File: src/rtl/pc_seq_ctrl_pkg.sv
// Shared constants for the fetch/execute sequencer: PC increment codes, decoded instruction
// classes, FSM state encodings and timer helpers.
package pc_seq_ctrl_pkg;

  localparam int unsigned TimerW = 8;

  // PC increment selection, also decoded by the PC register
  localparam logic [1:0] PcIncNormal = 2'd0;
  localparam logic [1:0] PcIncBranch = 2'd1;
  localparam logic [1:0] PcIncJump   = 2'd2;
  localparam logic [1:0] PcIncHold   = 2'd3;

  localparam logic [1:0] InstrClassSeq    = 2'd0;
  localparam logic [1:0] InstrClassBranch = 2'd1;
  localparam logic [1:0] InstrClassJump   = 2'd2;
  localparam logic [1:0] InstrClassHalt   = 2'd3;

  localparam logic [2:0] StIdle   = 3'd0;
  localparam logic [2:0] StFetch  = 3'd1;
  localparam logic [2:0] StDecode = 3'd2;
  localparam logic [2:0] StExec   = 3'd3;
  localparam logic [2:0] StUpdate = 3'd4;
  localparam logic [2:0] StHalt   = 3'd5;
  localparam logic [2:0] StErr    = 3'd6;

  function automatic logic [1:0] class_to_inc(input logic [1:0] cls);
    logic [1:0] inc;
    unique case (cls)
      InstrClassSeq:    inc = PcIncNormal;
      InstrClassBranch: inc = PcIncBranch;
      InstrClassJump:   inc = PcIncJump;
      default:          inc = PcIncHold;
    endcase
    return inc;
  endfunction

  // A timeout of N cycles fires on the cycle where N-1 idle cycles have already been counted
  function automatic logic [TimerW-1:0] timer_limit(input int unsigned cycles);
    if (cycles <= 1) return '0;
    if (cycles >= 255) return 8'd254;
    return TimerW'(cycles - 1);
  endfunction

endpackage

File: src/rtl/pc_seq_timer.sv
// 8-bit saturating wait counter with synchronous clear, count enable and compare-equal flag.
module pc_seq_timer
  import pc_seq_ctrl_pkg::*;
(
  input  logic              clk_i,
  input  logic              rst_n,
  input  logic              clr_i,
  input  logic              en_i,
  input  logic [TimerW-1:0] limit_i,
  output logic              eq_o
);

  logic [TimerW-1:0] cnt_q, cnt_d;

  always_comb begin
    cnt_d = cnt_q;
    if (clr_i) begin
      cnt_d = '0;
    end else if (en_i && (cnt_q != {TimerW{1'b1}})) begin
      cnt_d = cnt_q + 1'b1;
    end
  end

  always_ff @(posedge clk_i or negedge rst_n) begin
    if (!rst_n) begin
      cnt_q <= '0;
    end else begin
      cnt_q <= cnt_d;
    end
  end

  assign eq_o = (cnt_q == limit_i);

endmodule

File: src/rtl/pc_seq_ctrl.sv
// Multi-cycle fetch/decode/execute/update sequencer driving the PC increment select.
// Optional PC_SEQ_PERF_EN adds retired/taken instruction counters.
module pc_seq_ctrl
  import pc_seq_ctrl_pkg::*;
#(
  parameter int unsigned IMEM_TIMEOUT = 16,
  parameter int unsigned EXEC_MAX     = 8
) (
  input  logic        clk_i,
  input  logic        rst_n,
  input  logic        imem_ack_i,
  input  logic [1:0]  instr_class_i,
  input  logic        exec_done_i,
  input  logic        alu_branch_result_i,
  input  logic        stall_i,
  output logic        imem_req_o,
  output logic        instr_latch_en_o,
  output logic        exec_start_o,
  output logic [1:0]  pc_inc_type_o,
  output logic        halted_o,
  output logic        fetch_err_o,
  output logic        exec_err_o,
  output logic        alu_branch_result_q_o
`ifdef PC_SEQ_PERF_EN
  ,
  output logic [31:0] retired_cnt_o,
  output logic [31:0] taken_cnt_o
`endif
);

  localparam logic [TimerW-1:0] FetchLimit = timer_limit(IMEM_TIMEOUT);
  localparam logic [TimerW-1:0] ExecLimit  = timer_limit(EXEC_MAX);

  logic [2:0] state_q, state_d;
  logic [1:0] class_q, class_d;
  logic       abr_q, abr_d;
  logic       fetch_err_q, fetch_err_d;
  logic       exec_err_q, exec_err_d;

  logic fetch_clr, fetch_en, fetch_eq;
  logic exec_clr, exec_en, exec_eq;
  logic retire;

  // Timers idle at zero outside their own state; stall freezes them in place
  assign fetch_clr = (state_q != StFetch);
  assign fetch_en  = (state_q == StFetch) && !stall_i && !imem_ack_i;
  assign exec_clr  = (state_q != StExec);
  assign exec_en   = (state_q == StExec) && !stall_i && !exec_done_i;

  pc_seq_timer u_fetch_timer (
    .clk_i   (clk_i),
    .rst_n   (rst_n),
    .clr_i   (fetch_clr),
    .en_i    (fetch_en),
    .limit_i (FetchLimit),
    .eq_o    (fetch_eq)
  );

  pc_seq_timer u_exec_timer (
    .clk_i   (clk_i),
    .rst_n   (rst_n),
    .clr_i   (exec_clr),
    .en_i    (exec_en),
    .limit_i (ExecLimit),
    .eq_o    (exec_eq)
  );

  always_comb begin
    state_d     = state_q;
    class_d     = class_q;
    abr_d       = abr_q;
    fetch_err_d = fetch_err_q;
    exec_err_d  = exec_err_q;
    if (!stall_i) begin
      unique case (state_q)
        StIdle: state_d = StFetch;
        StFetch: begin
          // ack wins over a timeout landing on the same cycle
          if (imem_ack_i) begin
            state_d = StDecode;
          end else if (fetch_eq) begin
            state_d     = StErr;
            fetch_err_d = 1'b1;
          end
        end
        StDecode: begin
          class_d = instr_class_i;
          state_d = (instr_class_i == InstrClassHalt) ? StHalt : StExec;
        end
        StExec: begin
          if (exec_done_i) begin
            abr_d   = alu_branch_result_i;
            state_d = StUpdate;
          end else if (exec_eq) begin
            state_d    = StErr;
            exec_err_d = 1'b1;
          end
        end
        StUpdate: state_d = StFetch;
        StHalt:   state_d = StHalt;
        StErr:    state_d = StErr;
        default:  state_d = StErr;
      endcase
    end
  end

  always_ff @(posedge clk_i or negedge rst_n) begin
    if (!rst_n) begin
      state_q     <= StIdle;
      class_q     <= InstrClassSeq;
      abr_q       <= 1'b0;
      fetch_err_q <= 1'b0;
      exec_err_q  <= 1'b0;
    end else begin
      state_q     <= state_d;
      class_q     <= class_d;
      abr_q       <= abr_d;
      fetch_err_q <= fetch_err_d;
      exec_err_q  <= exec_err_d;
    end
  end

  // The single retire cycle; a stalled UPDATE defers the PC advance
  assign retire = (state_q == StUpdate) && !stall_i;

  always_comb begin
    imem_req_o            = (state_q == StFetch);
    instr_latch_en_o      = (state_q == StFetch) && imem_ack_i && !stall_i;
    exec_start_o          = (state_q == StDecode) && !stall_i &&
                            (instr_class_i != InstrClassHalt);
    pc_inc_type_o         = retire ? class_to_inc(class_q) : PcIncHold;
    halted_o              = (state_q == StHalt);
    fetch_err_o           = fetch_err_q;
    exec_err_o            = exec_err_q;
    alu_branch_result_q_o = abr_q;
  end

`ifdef PC_SEQ_PERF_EN
  logic [31:0] retired_q, retired_d;
  logic [31:0] taken_q, taken_d;
  logic        taken_evt;

  assign taken_evt = retire && (((class_q == InstrClassBranch) && abr_q) ||
                                (class_q == InstrClassJump));

  always_comb begin
    retired_d = retire ? retired_q + 32'd1 : retired_q;
    taken_d   = taken_evt ? taken_q + 32'd1 : taken_q;
  end

  always_ff @(posedge clk_i or negedge rst_n) begin
    if (!rst_n) begin
      retired_q <= '0;
      taken_q   <= '0;
    end else begin
      retired_q <= retired_d;
      taken_q   <= taken_d;
    end
  end

  assign retired_cnt_o = retired_q;
  assign taken_cnt_o   = taken_q;
`endif

`ifndef SYNTHESIS
  a_inc_only_on_retire : assert property (@(posedge clk_i) disable iff (!rst_n)
    (pc_inc_type_o != PcIncHold) |-> retire);
  a_latch_with_req : assert property (@(posedge clk_i) disable iff (!rst_n)
    instr_latch_en_o |-> imem_req_o);
  a_err_terminal : assert property (@(posedge clk_i) disable iff (!rst_n)
    (state_q == StErr) |=> (state_q == StErr));
  a_halt_terminal : assert property (@(posedge clk_i) disable iff (!rst_n)
    (state_q == StHalt) |=> (state_q == StHalt));
  a_legal_state : assert property (@(posedge clk_i) disable iff (!rst_n)
    state_q != 3'd7);
`endif

endmodule

File: config.mk
export PLATFORM = sky130hd
export DESIGN_NAME = pc_seq_ctrl
export DESIGN_NICKNAME = d
export VERILOG_FILES = /design/src/rtl/pc_seq_ctrl_pkg.sv /design/src/rtl/pc_seq_timer.sv /design/src/rtl/pc_seq_ctrl.sv
export SDC_FILE = /design/constraint.sdc
export NUM_CORES = 1
export LEC_CHECK = 0
export BUFFER_PORTS_ARGS = -buffer_cell sky130_fd_sc_hd__buf_2
export CORE_ASPECT_RATIO = 0.5
export CORE_UTILIZATION = 33
export DETAILED_ROUTE_END_ITERATION = 10
export PLACE_DENSITY = 0.5
export RECOVER_POWER = 100
export SLEW_MARGIN = 20
export SYNTH_ARGS = -nofsm -noshare
export SYNTH_HDL_FRONTEND = slang
export SYNTH_SLANG_ARGS = --single-unit
File: constraint.sdc
create_clock -name clk_i -period 4.45 [get_ports clk_i]
set_input_delay 0.89 -clock clk_i [delete_from_list [all_inputs] [get_ports clk_i]]
set_output_delay 0.89 -clock clk_i [all_outputs]
set_load 0.05 [all_outputs]
# ---- After elaboration in Yosys (flattened, before gate mapping)
# Index checks and enable logic that the tools add are counted.
dict set report word_totals {
  wordCells 65
  register_bits 24
  input_bits 8
  romBits 0
  output_inout_bits 9
  latchBits 0
  n_memories 0
  mem_bits_rw 0
}
dict set report op_classes {
  n_eq_ne 17
  order_cmp 0
  n_mux 12
  addsub 2
  n_mul 0
  n_bitwise 3
  div_mod_pow 0
  reduce_logical 24
  shifts 0
}
# operator count
set ops {}
lappend ops {{8-bit two-way mux} 4}
lappend ops {{8-bit by 1-bit adder with 8-bit output (second input constant)} 2}
lappend ops {{8-bit != test (second input constant)} 2}
lappend ops {{3-bit two-way mux} 5}
lappend ops {{3-bit one-hot mux with 5 select lines} 1}
lappend ops {{1-bit logical AND} 11}
lappend ops {{8-bit by 3-bit == test with 1-bit output (second input constant)} 1}
lappend ops {{8-bit by 4-bit == test with 1-bit output (second input constant)} 1}
lappend ops {{4-bit AND reduction} 2}
lappend ops {{3-bit by 2-bit == test with 1-bit output (second input constant)} 2}
lappend ops {{3-bit == test (second input constant)} 2}
lappend ops {{3-bit by 2-bit != test with 1-bit output (second input constant)} 2}
lappend ops {{2-bit one-hot mux with 3 select lines} 1}
lappend ops {{3-bit AND reduction} 2}
lappend ops {{2-bit == test (second input constant)} 2}
lappend ops {{2-bit nonzero test} 2}
lappend ops {{3-bit by 1-bit == test with 1-bit output (second input constant)} 1}
lappend ops {{1-bit zero test} 3}
lappend ops {{3-bit zero test} 1}
lappend ops {{3-bit by 1-bit != test with 1-bit output (second input constant)} 1}
lappend ops {{3-bit != test (second input constant)} 1}
lappend ops {{1-bit inverter} 3}
lappend ops {{2-bit by 1-bit == test with 1-bit output (second input constant)} 1}
lappend ops {{2-bit zero test} 1}
lappend ops {{4 further kinds} 4}

# ---- Depth between registers and ports, before layout
# Gate-level depths: netlist of run 1.
dict set report logic_depth {
  word_depth 6
  depth_mapped 7
  depth_no_buf 5
}

# ---- Cells and area by module
# From an unflattened synthesis of run 1, not the netlist that was laid out.
dict set report unflattened {
  hier_cells 172
  area_unflattened_um2 1737.9
}
# module instances seq_area_each_um2 area_each_um2 cells_per_inst
set by_module_without_submodules {}
lappend by_module_without_submodules {pc_seq_timer 2 200.2 603.1 59}
lappend by_module_without_submodules {pc_seq_ctrl 1 200.2 531.8 54}

# ---- Worst setup path after synthesis of run 1
# No wires, ideal clock.
dict set report synth_path {
  kind {input to output}
  startpoint {input port stall_i}
  endpoint {output port exec_start_o}
  n_path_buf 1
  path_slack_ps 1039
  t_required_ps 3560
  arrival_ps 2521
  stages 3
  cell_sequence {buf_2 nor3_1 a21boi_0}
}
dict set report synth_via {
  elab_chain_cells 3
}
# element line
set synth_rtl {}
lappend synth_rtl {{from (decl)} pc_seq_ctrl.sv:15} ;# input logic stall_i,
lappend synth_rtl {{1-bit zero test} pc_seq_ctrl.sv:129} ;# exec_start_o = (state_q == StDecode) && !stall_i &&
lappend synth_rtl {{1-bit logical AND (2 in series)} pc_seq_ctrl.sv:129}
lappend synth_rtl {{to (decl)} pc_seq_ctrl.sv:18} ;# output logic exec_start_o,
# No other way between the ends.

# ---- Final worst setup path of run 1
# Same ends and word-level chain as after synthesis.

==> metrics list, run 1 <==
- Detailed placement finished with a half-perimeter wire length of 2.10 mm.
- For this block, the initial DRC count from the detailed router was 76.
- Overall die area: 4520 um^2
* Top cell type by total area after synthesis: sky130_fd_sc_hd__dfrtp_1
* CTS tree: yes
* Setup Fix Bufs, Post-CTS: 0
* GR Overflow Total: 0
* Fraction of power consumed by the clock network: 21.6%
- Final critical path time including I/O delays and setup: 3.12 ns
- The die is 94.0 um wide.
- Highest achievable clock rate: 0.320 GHz
- Net Count, Synth: 163
* Measured slew at the worst slew-check pin: 1.34 ns
* Initial antenna violation count: 0
- Number of hold buffers added after cts: 0
- After synthesis, the largest area contributor takes up 43.0% of total cell area.
* Number of cell rows: 16
- Counting every sink on the clock net gives 24.
* Count of nets after finishing: 175
- Most used DFF post-synth: sky130_fd_sc_hd__dfrtp_1
- The routed design has 2.91 mm of wire.
- Clock tree root driver cell: sky130_fd_sc_hd__clkbuf_8
- CTS built an H-tree with a depth of 1.
- Ratio of total power to cell area: 449 nW/um^2
- In the routed layout, each cell is associated on average with a via count of 5.19.
- Layout area overhead: 9.76%
* Cts bufs inserted: 3
- 17 I/O pins were placed.
- Number of setup violations in the final report: 0
* Type of element capturing the critical path: primary output
- Share of power burned in registers: 43.1%
- Summed over all nets, the switching power comes to 0.000280 W.
* Via count of the first global-routing pass: 992
- Initial standard-cell utilization of the core: 35.1%
- Clock-pin slew reported for the worst setup and hold paths after clock tree synthesis: 0.08 ns
- Cells after Synth: 153
- Cell types occupying the most area after synthesis: sky130_fd_sc_hd__dfrtp_1 43%, sky130_fd_sc_hd__nor3_1 3.6%, sky130_fd_sc_hd__nor2_1 3.0%
- Diodes inserted: 0
* Dpl cell area: 1510 um^2
- At the end of the flow the core is filled with cells to 38.5%.
- Dividing the detail-routed wire length by the instance count gives 13.4 um.
* Wire length of the first global-routing pass: 4.89 mm
* Length of the first detailed-routing pass in iterations: 4
* EDFF count, synth: 0
* Post-CTS sizing: 0
* Worst-Skew Late Latency: 0.26 ns
* Core area: 3980 um^2
* Worst-case clock skew: 0.00211 ns
- In the routed design, unresolved DRC markers number 0.
- Clk buf depth: 2
* Via count of the routed design: 1,131
- Vertical die dimension: 48.0 um
* Post-route setup TNS: 0 ns
* Leakage power: 0.665 nW
- In the final layout, the share of cells above drive strength 1 is 7.93%.
- Kind of critical path: input pin to primary output
* Synthesis Warnings: 0
* Signal arrival time at the worst endpoint: 2.23 ns
* Number of distinct library cells after synthesis: 45
* Int Pwr: 0.000409 W
- Worst supply voltage drop on vdd: 0.000137 V
* Outcome: finished, final reports clean
- Counting the fill cells in the layout gives 408.
- Max-cap violation count: 0
* Cell area after layout: 1530 um^2
- In this run switching power makes up 40.6% of total power.
- Sequential elements use 43.0% of the synthesized area.
- STA classifies the critical path startpoint as an input pin.
- Final weighted congestion in routability-driven placement: 0.761
- The synthesized netlist occupies a cell area of 1400 um^2.
* Hold/Removal Path Class: register to register
* Relative contribution of combinational cells to total power: 35.3%
- Max Slew Vio Count: 0
- Max-Slew Margin vs Limit: 10.7%
- Setup repair after global routing left no endpoint under its margin.
* Remaining antenna violation count: 0
- Largest net degree at the start of global routing: 25
- Aggregate global-route resource usage: 14.6%
- A synthesized cell averages 9.13 um^2.
- The number of hold violations in the final report was 0.
- CP required: 3.56 ns
- Part of the cycle the worst path needs: 70.1%
- In this run, synthesis produced a sequential element count of 24.
- After synthesis, the share of flip-flops with an asynchronous set or reset is 100%.
* Port Buffer Count: 16
- CP Max Fanout: 13
-- cells by family (layout without fill, tap and decap cells) --
group / count (synthesis) / after routing / share of synthesized area [%]
adder cells (fa/ha/maj): 2 / 2 / 1.79
flip-flops: 24 / 24 / 43.0
buffers and inverters: 17 / 28 / 5.01
AO/OA/AOI/OAI: 32 / 32 / 15.9
XOR/XNOR: 2 / 2 / 1.25
AND/OR/NAND/NOR: 69 / 69 / 27.8
multiplexers: 7 / 7 / 5.28
-- critical path, cell delays in order --
cell	delay, ns
sky130_fd_sc_hd__clkbuf_1	0.24
sky130_fd_sc_hd__nor3_1	0.40
sky130_fd_sc_hd__a21boi_0	0.22
sky130_fd_sc_hd__clkbuf_1	0.49
-- cells in the mapped netlist (all sizes together) (2+ instances only) --
library cell  count
o211a             2
nor4              2
nand2            10
a31oi             2
a21oi             9
nand2b            4
inv               8
nand3             8
nor3b             2
mux2              3
nand4             5
xor2              2
a211oi            3
mux2i             4
nor2             11
o21ai             5
and3              4
nor3             10
ha                2
and2              2
clkbuf            5
and4              2
or4               3
buf               4
dfrtp            24
-- cells in the final DEF, fill, tap and decap left out, types with 2 or more instances in the layout --
cell type                  Yosys  final
sky130_fd_sc_hd__mux2i_1       4      4
sky130_fd_sc_hd__mux2_2        3      3
sky130_fd_sc_hd__o21ai_0       5      5
sky130_fd_sc_hd__and3_1        3      3
sky130_fd_sc_hd__clkbuf_8      0      4
sky130_fd_sc_hd__nor3_1       10     10
sky130_fd_sc_hd__or4_1         3      3
sky130_fd_sc_hd__a21oi_1       8      9
sky130_fd_sc_hd__and4_1        2      2
sky130_fd_sc_hd__buf_2         4      5
sky130_fd_sc_hd__ha_1          2      2
sky130_fd_sc_hd__inv_1         8      8
sky130_fd_sc_hd__nor4_1        2      2
sky130_fd_sc_hd__a31oi_1       2      2
sky130_fd_sc_hd__dfrtp_1      24     24
sky130_fd_sc_hd__nand3_1       8      8
sky130_fd_sc_hd__nand2b_1      4      4
sky130_fd_sc_hd__a211oi_1      3      3
sky130_fd_sc_hd__clkbuf_1      4     11
sky130_fd_sc_hd__nand2_1      10     10
sky130_fd_sc_hd__nor3b_1       2      2
sky130_fd_sc_hd__nor2_1       11     11
sky130_fd_sc_hd__xor2_1        2      2
sky130_fd_sc_hd__o211a_1       2      2
sky130_fd_sc_hd__nand4_1       5      5
-- flip-flops by register name (all words and copies together) (netlist names) --
| signal | count |
|---|---|
| u_exec_timer.cnt_q | 8 |
| state_q | 3 |
| fetch_err_o | 1 |
| class_q | 2 |
| exec_err_o | 1 |
| u_fetch_timer.cnt_q | 8 |
| alu_branch_result_q_o | 1 |
-- power groups by stage --
stage / clock, W / combinational, W / sequential [W]
floorplan: 0 / 0.000226 / 0.000283
global placement: 0 / 0.000257 / 0.000301
detailed placement: 0 / 0.000256 / 0.000302
CTS: 0.000158 / 0.000257 / 0.000298
global route: 0.000168 / 0.000279 / 0.000304
finish: 0.000149 / 0.000243 / 0.000297
-- routing by layer --
layer	GRT usage [%]	routed length (um)
met5	0	0
met2	24.1	1280
met3	4.76	62
met1	19.6	1560
met4	1.85	8
-- through the flow --
step	cells	hold WS (ns)	setup WS, ns	total power (W)
2_1_floorplan	153	0.465	1.04	0.000509
3_3_place_gp	214	0.449	1.68	0.000558
3_5_place_dp	214	0.462	1.64	0.000558
4_1_cts	218	0.484	1.63	0.000713
5_1_grt	218	0.501	1.12	0.000751
6_report	218	0.475	1.33	0.000689
-- cell type report --
class | instances | area (um^2) | share of cell area (%)
clock buffer | 4 | 55.1 | 3.59
tap | 54 | 67.6 | 4.40
sequential | 24 | 601 | 39.2
multi-input combinational | 112 | 714 | 46.6
inverter | 8 | 30.0 | 1.96
timing repair buffer | 16 | 66.3 | 4.32
-- path summary, 6_finish.rpt --
path	depth (start not counted)	endpoint	from	slack [ns]
min in group asynchronous	1	u_exec_timer.cnt_q[5]$_DFFE_PN0P_	rst_n	0.91
worst max register to register	4	u_exec_timer.cnt_q[1]$_DFFE_PN0P_	state_q[1]$_DFFE_PN0P_	2.57
worst max-delay path	4	exec_start_o	stall_i	1.33
worst min-delay path	1	fetch_err_o$_DFFE_PN0P_	fetch_err_o$_DFFE_PN0P_	0.47
worst min register to register	1	fetch_err_o$_DFFE_PN0P_	fetch_err_o$_DFFE_PN0P_	0.47
max in group asynchronous	1	u_fetch_timer.cnt_q[3]$_DFFE_PN0P_	rst_n	2.76
No activity file was read; power rests on OpenSTA's default activity.
==> run 2, diff against run 1 <==
ABC_AREA = 1   (was default)
clock period = 2.9 ns   (was 4.45 ns; I/O delays follow)
==> metrics list, run 2 <==
* Via count of the first global-routing pass: 1,269
- The initial antenna violation count came to 0.
* Net Count, Synth: 237
* Via count of the routed design: 1,384
- Summed over all layers, the global routing overflow is 0.
- Wire length of the first global-routing pass: 5.87 mm
- Worst supply voltage drop on vdd: 0.000164 V
- Post-route setup TNS: 0 ns
* Maximum level of the CTS H-tree: 1
- In this run the clock root is driven by a sky130_fd_sc_hd__clkbuf_8.
- Final count of hold timing violations: 0
- Measured along the y axis, the die boundary spans 50.3 um.
* Count of nets after finishing: 254
- Max-cap violation count: 0
* Series of cell instances along the critical path: inv_1 > nor3_1 > nand2_1 > nor2_1 > clkbuf_1
- The number of setup buffers added after CTS is 0.
- Hold/Removal Path Class: register to register
- Length of the first detailed-routing pass in iterations: 4
* Port Buffer Count: 16
* Kind of critical path: register to primary output
- Post-CTS sizing: 0
- Number of cell rows: 17
* Final wirelength: 3.38 mm
- The post-route netlist has 5.37% of its cells at a drive strength greater than 1.
- Top-count cell post-synth: sky130_fd_sc_hd__nand2_1
- Measured slew at the worst slew-check pin: 1.37 ns
- Layout area overhead: 7.97%
* Total power after layout: 0.00102 W
* Overall die area: 4960 um^2
* Final routed wire length divided by cell count: 11.3 um
- CP Max Fanout: 7
* Number of setup violations in the final report: 0
- In this run, the number of DRC markers left after iteration 0 of detailed routing was 27.
* CP required: 2.32 ns
* Unrepaired setup endpoints after global routing: no
- At the later pin of the worst-skew pair, clock insertion delay measures 0.27 ns.
- Clk sinks: 24
* Final routed DRC violation total: 0
* Most used DFF post-synth: sky130_fd_sc_hd__dfrtp_1
- Counting along the longest clock path gives a buffer depth of 2.
* Leakage power: 0.803 nW
* Type of element capturing the critical path: primary output
- Power spread over the standard cell area amounts to 612 nW/um^2.
* Core area: 4450 um^2
- The biggest area contributor in the post-synthesis netlist is sky130_fd_sc_hd__dfrtp_1.
- Synthesis Warnings: 0
* CTS tree: yes
- The share of the Yosys chip area taken by registers is 39.0%.
- Using the TritonRoute via totals, the vias-per-cell ratio works out to 4.63.
- Cell area after layout: 1660 um^2
- Post-detail-place hpwl: 2.45 mm
- FF-to-FF setup slack: 0.67 ns
* Share of flip-flops with an asynchronous set or reset: 100%
* Number of distinct library cells after synthesis: 27
- The repair_antennas step left the layout with diodes totalling 0.
* Io pins: 17
- Aggregate global-route resource usage: 15.2%
* Delay of the slowest cell on the worst path: 0.47 ns
* Cts bufs inserted: 3
- From left edge to right edge, the die measures 98.6 um.
* Largest regs: u_exec_timer.cnt_q (8), u_fetch_timer.cnt_q (8), state_q (3)
* Cells after Synth: 227
* Cell types occupying the most area after synthesis: sky130_fd_sc_hd__dfrtp_1 39%, sky130_fd_sc_hd__nand2_1 19%, sky130_fd_sc_hd__nand3_1 11%
- The library cell used most frequently in the layout, excluding fill and tap cells, is sky130_fd_sc_hd__nand2_1.
- At the end of the flow the core is filled with cells to 37.4%.
* Element type at the critical path start: register
* Mapped Area: 1540 um^2
* Max-Slew Margin vs Limit: 8.71%
- Number of hold buffers added after cts: 0
- Yosys mapped a number of flops with a built-in enable equal to 0.
- Clock-pin slew reported for the worst setup and hold paths after clock tree synthesis: 0.08 ns
* Final weighted congestion in routability-driven placement: 0.766
- Outcome: finished, final reports clean
- Hold timing on the final database bottoms out at a slack of 0.471 ns.
* Largest net degree at the start of global routing: 25
* Max Slew Vio Count: 0
- Post-synthesis area per instance: 6.78 um^2
* Area fraction of the dominant cell type after synthesis: 39.0%
- Most frequent cells in the layout: 80 x sky130_fd_sc_hd__nand2_1, 34 x sky130_fd_sc_hd__nand3_1, 30 x sky130_fd_sc_hd__nor2_1, 24 x sky130_fd_sc_hd__dfrtp_1, 20 x sky130_fd_sc_hd__inv_1
- Remaining antenna violation count: 0
- In the finished design, the share of the clock period the worst path needs comes to 86.1%.
- Worst-case clock skew: 0.00203 ns
* Final critical path time including I/O delays and setup: 2.50 ns
* Synth Register Bits: 24
* Initial standard-cell utilization of the core: 34.6%
- Slowest cell on the critical path: sky130_fd_sc_hd__clkbuf_1
* Highest achievable clock rate: 0.400 GHz
- Data arrives at the worst endpoint at 1.92 ns.
- In this run the cell area measured after placement is 1670 um^2.
- Post-synth top cells: 78 x sky130_fd_sc_hd__nand2_1, 34 x sky130_fd_sc_hd__nand3_1, 28 x sky130_fd_sc_hd__nor2_1, 24 x sky130_fd_sc_hd__dfrtp_1, 20 x sky130_fd_sc_hd__inv_1
==> run 2: changes by cell type in the layout (fill, tap and decap cells not counted), moves of 3 or more <==
cell	change
sky130_fd_sc_hd__nand2_1	+70
sky130_fd_sc_hd__a211oi_1	-3
sky130_fd_sc_hd__and3_1	-3
sky130_fd_sc_hd__nor3_1	-8
sky130_fd_sc_hd__nand2b_1	-4
sky130_fd_sc_hd__mux2_2	-3
sky130_fd_sc_hd__o21ai_0	+6
sky130_fd_sc_hd__inv_1	+12
sky130_fd_sc_hd__nand3_1	+26
sky130_fd_sc_hd__nor2_1	+19
sky130_fd_sc_hd__a21oi_1	-8
sky130_fd_sc_hd__mux2i_1	-4
==> run 2: cells by family (layout without fill, tap and decap cells) <==
logic type | Yosys count | in the layout | synth area share [%]
buffers and inverters | 27 | 42 | 7.48
AND/OR/NAND/NOR | 157 | 157 | 45.0
AO/OA/AOI/OAI | 14 | 14 | 5.12
adder cells (fa/ha/maj) | 2 | 2 | 1.63
flip-flops | 24 | 24 | 39.0
XOR/XNOR | 3 | 3 | 1.71
==> run 2: metrics by stage <==
stage	instances	setup slack (ns)
5_1_grt	299	0.249
3_3_place_gp	296	0.869
2_1_floorplan	227	0.580
3_5_place_dp	296	0.853
6_report	299	0.402
4_1_cts	299	0.612
==> run 2: area by class of cell <==
class / count / area [um^2]
inverters: 22 / 82.6
fillers: 477 / 2780
flip-flops and latches: 24 / 601
well taps: 57 / 71.3
multi-input cells: 176 / 795
repair buffers: 17 / 71.3
clock buffers: 3 / 41.3
==> run 2: final timing paths <==
kind,start,to,depth (start not counted)
setup / recovery,state_q[1]$_DFFE_PN0P_,exec_start_o,5
max in group asynchronous,rst_n,u_fetch_timer.cnt_q[6]$_DFFE_PN0P_,1
setup reg to reg,state_q[0]$_DFFE_PN0P_,u_exec_timer.cnt_q[0]$_DFFE_PN0P_,8
hold / removal,exec_err_o$_DFFE_PN0P_,exec_err_o$_DFFE_PN0P_,1
min in group asynchronous,rst_n,u_exec_timer.cnt_q[5]$_DFFE_PN0P_,1
hold reg to reg,exec_err_o$_DFFE_PN0P_,exec_err_o$_DFFE_PN0P_,1
==> run 2: critical path: cells and delay by family, from the launching register on <==
| kind | cells | cell delay (ns) |
|---|---|---|
| and+or+nand+nor | 3 | 0.59 |
| buffers and inverters | 2 | 0.59 |
| DFF | 1 | 0.46 |
==> run 2: per-layer routing <==
| layer | up-vias | wire length, um | share of wire, % | track usage (%) |
|---|---|---|---|---|
| met5 | - | 0 | 0 | 0 |
| met4 | 0 | 0 | 0 | 1.49 |
| met3 | 0 | 93 | 2.8 | 4.18 |
| met2 | 11 | 1450 | 43 | 25.4 |
| met1 | 622 | 1840 | 54 | 20.4 |
| li1 | 751 | - | - | - |
==> run 2: power by group <==
part	switching, W	internal, W
Combinational	0.000294	0.0000891
Sequential	0.0000570	0.000377
Clock	0.000107	0.0000930
Total	0.000459	0.000559
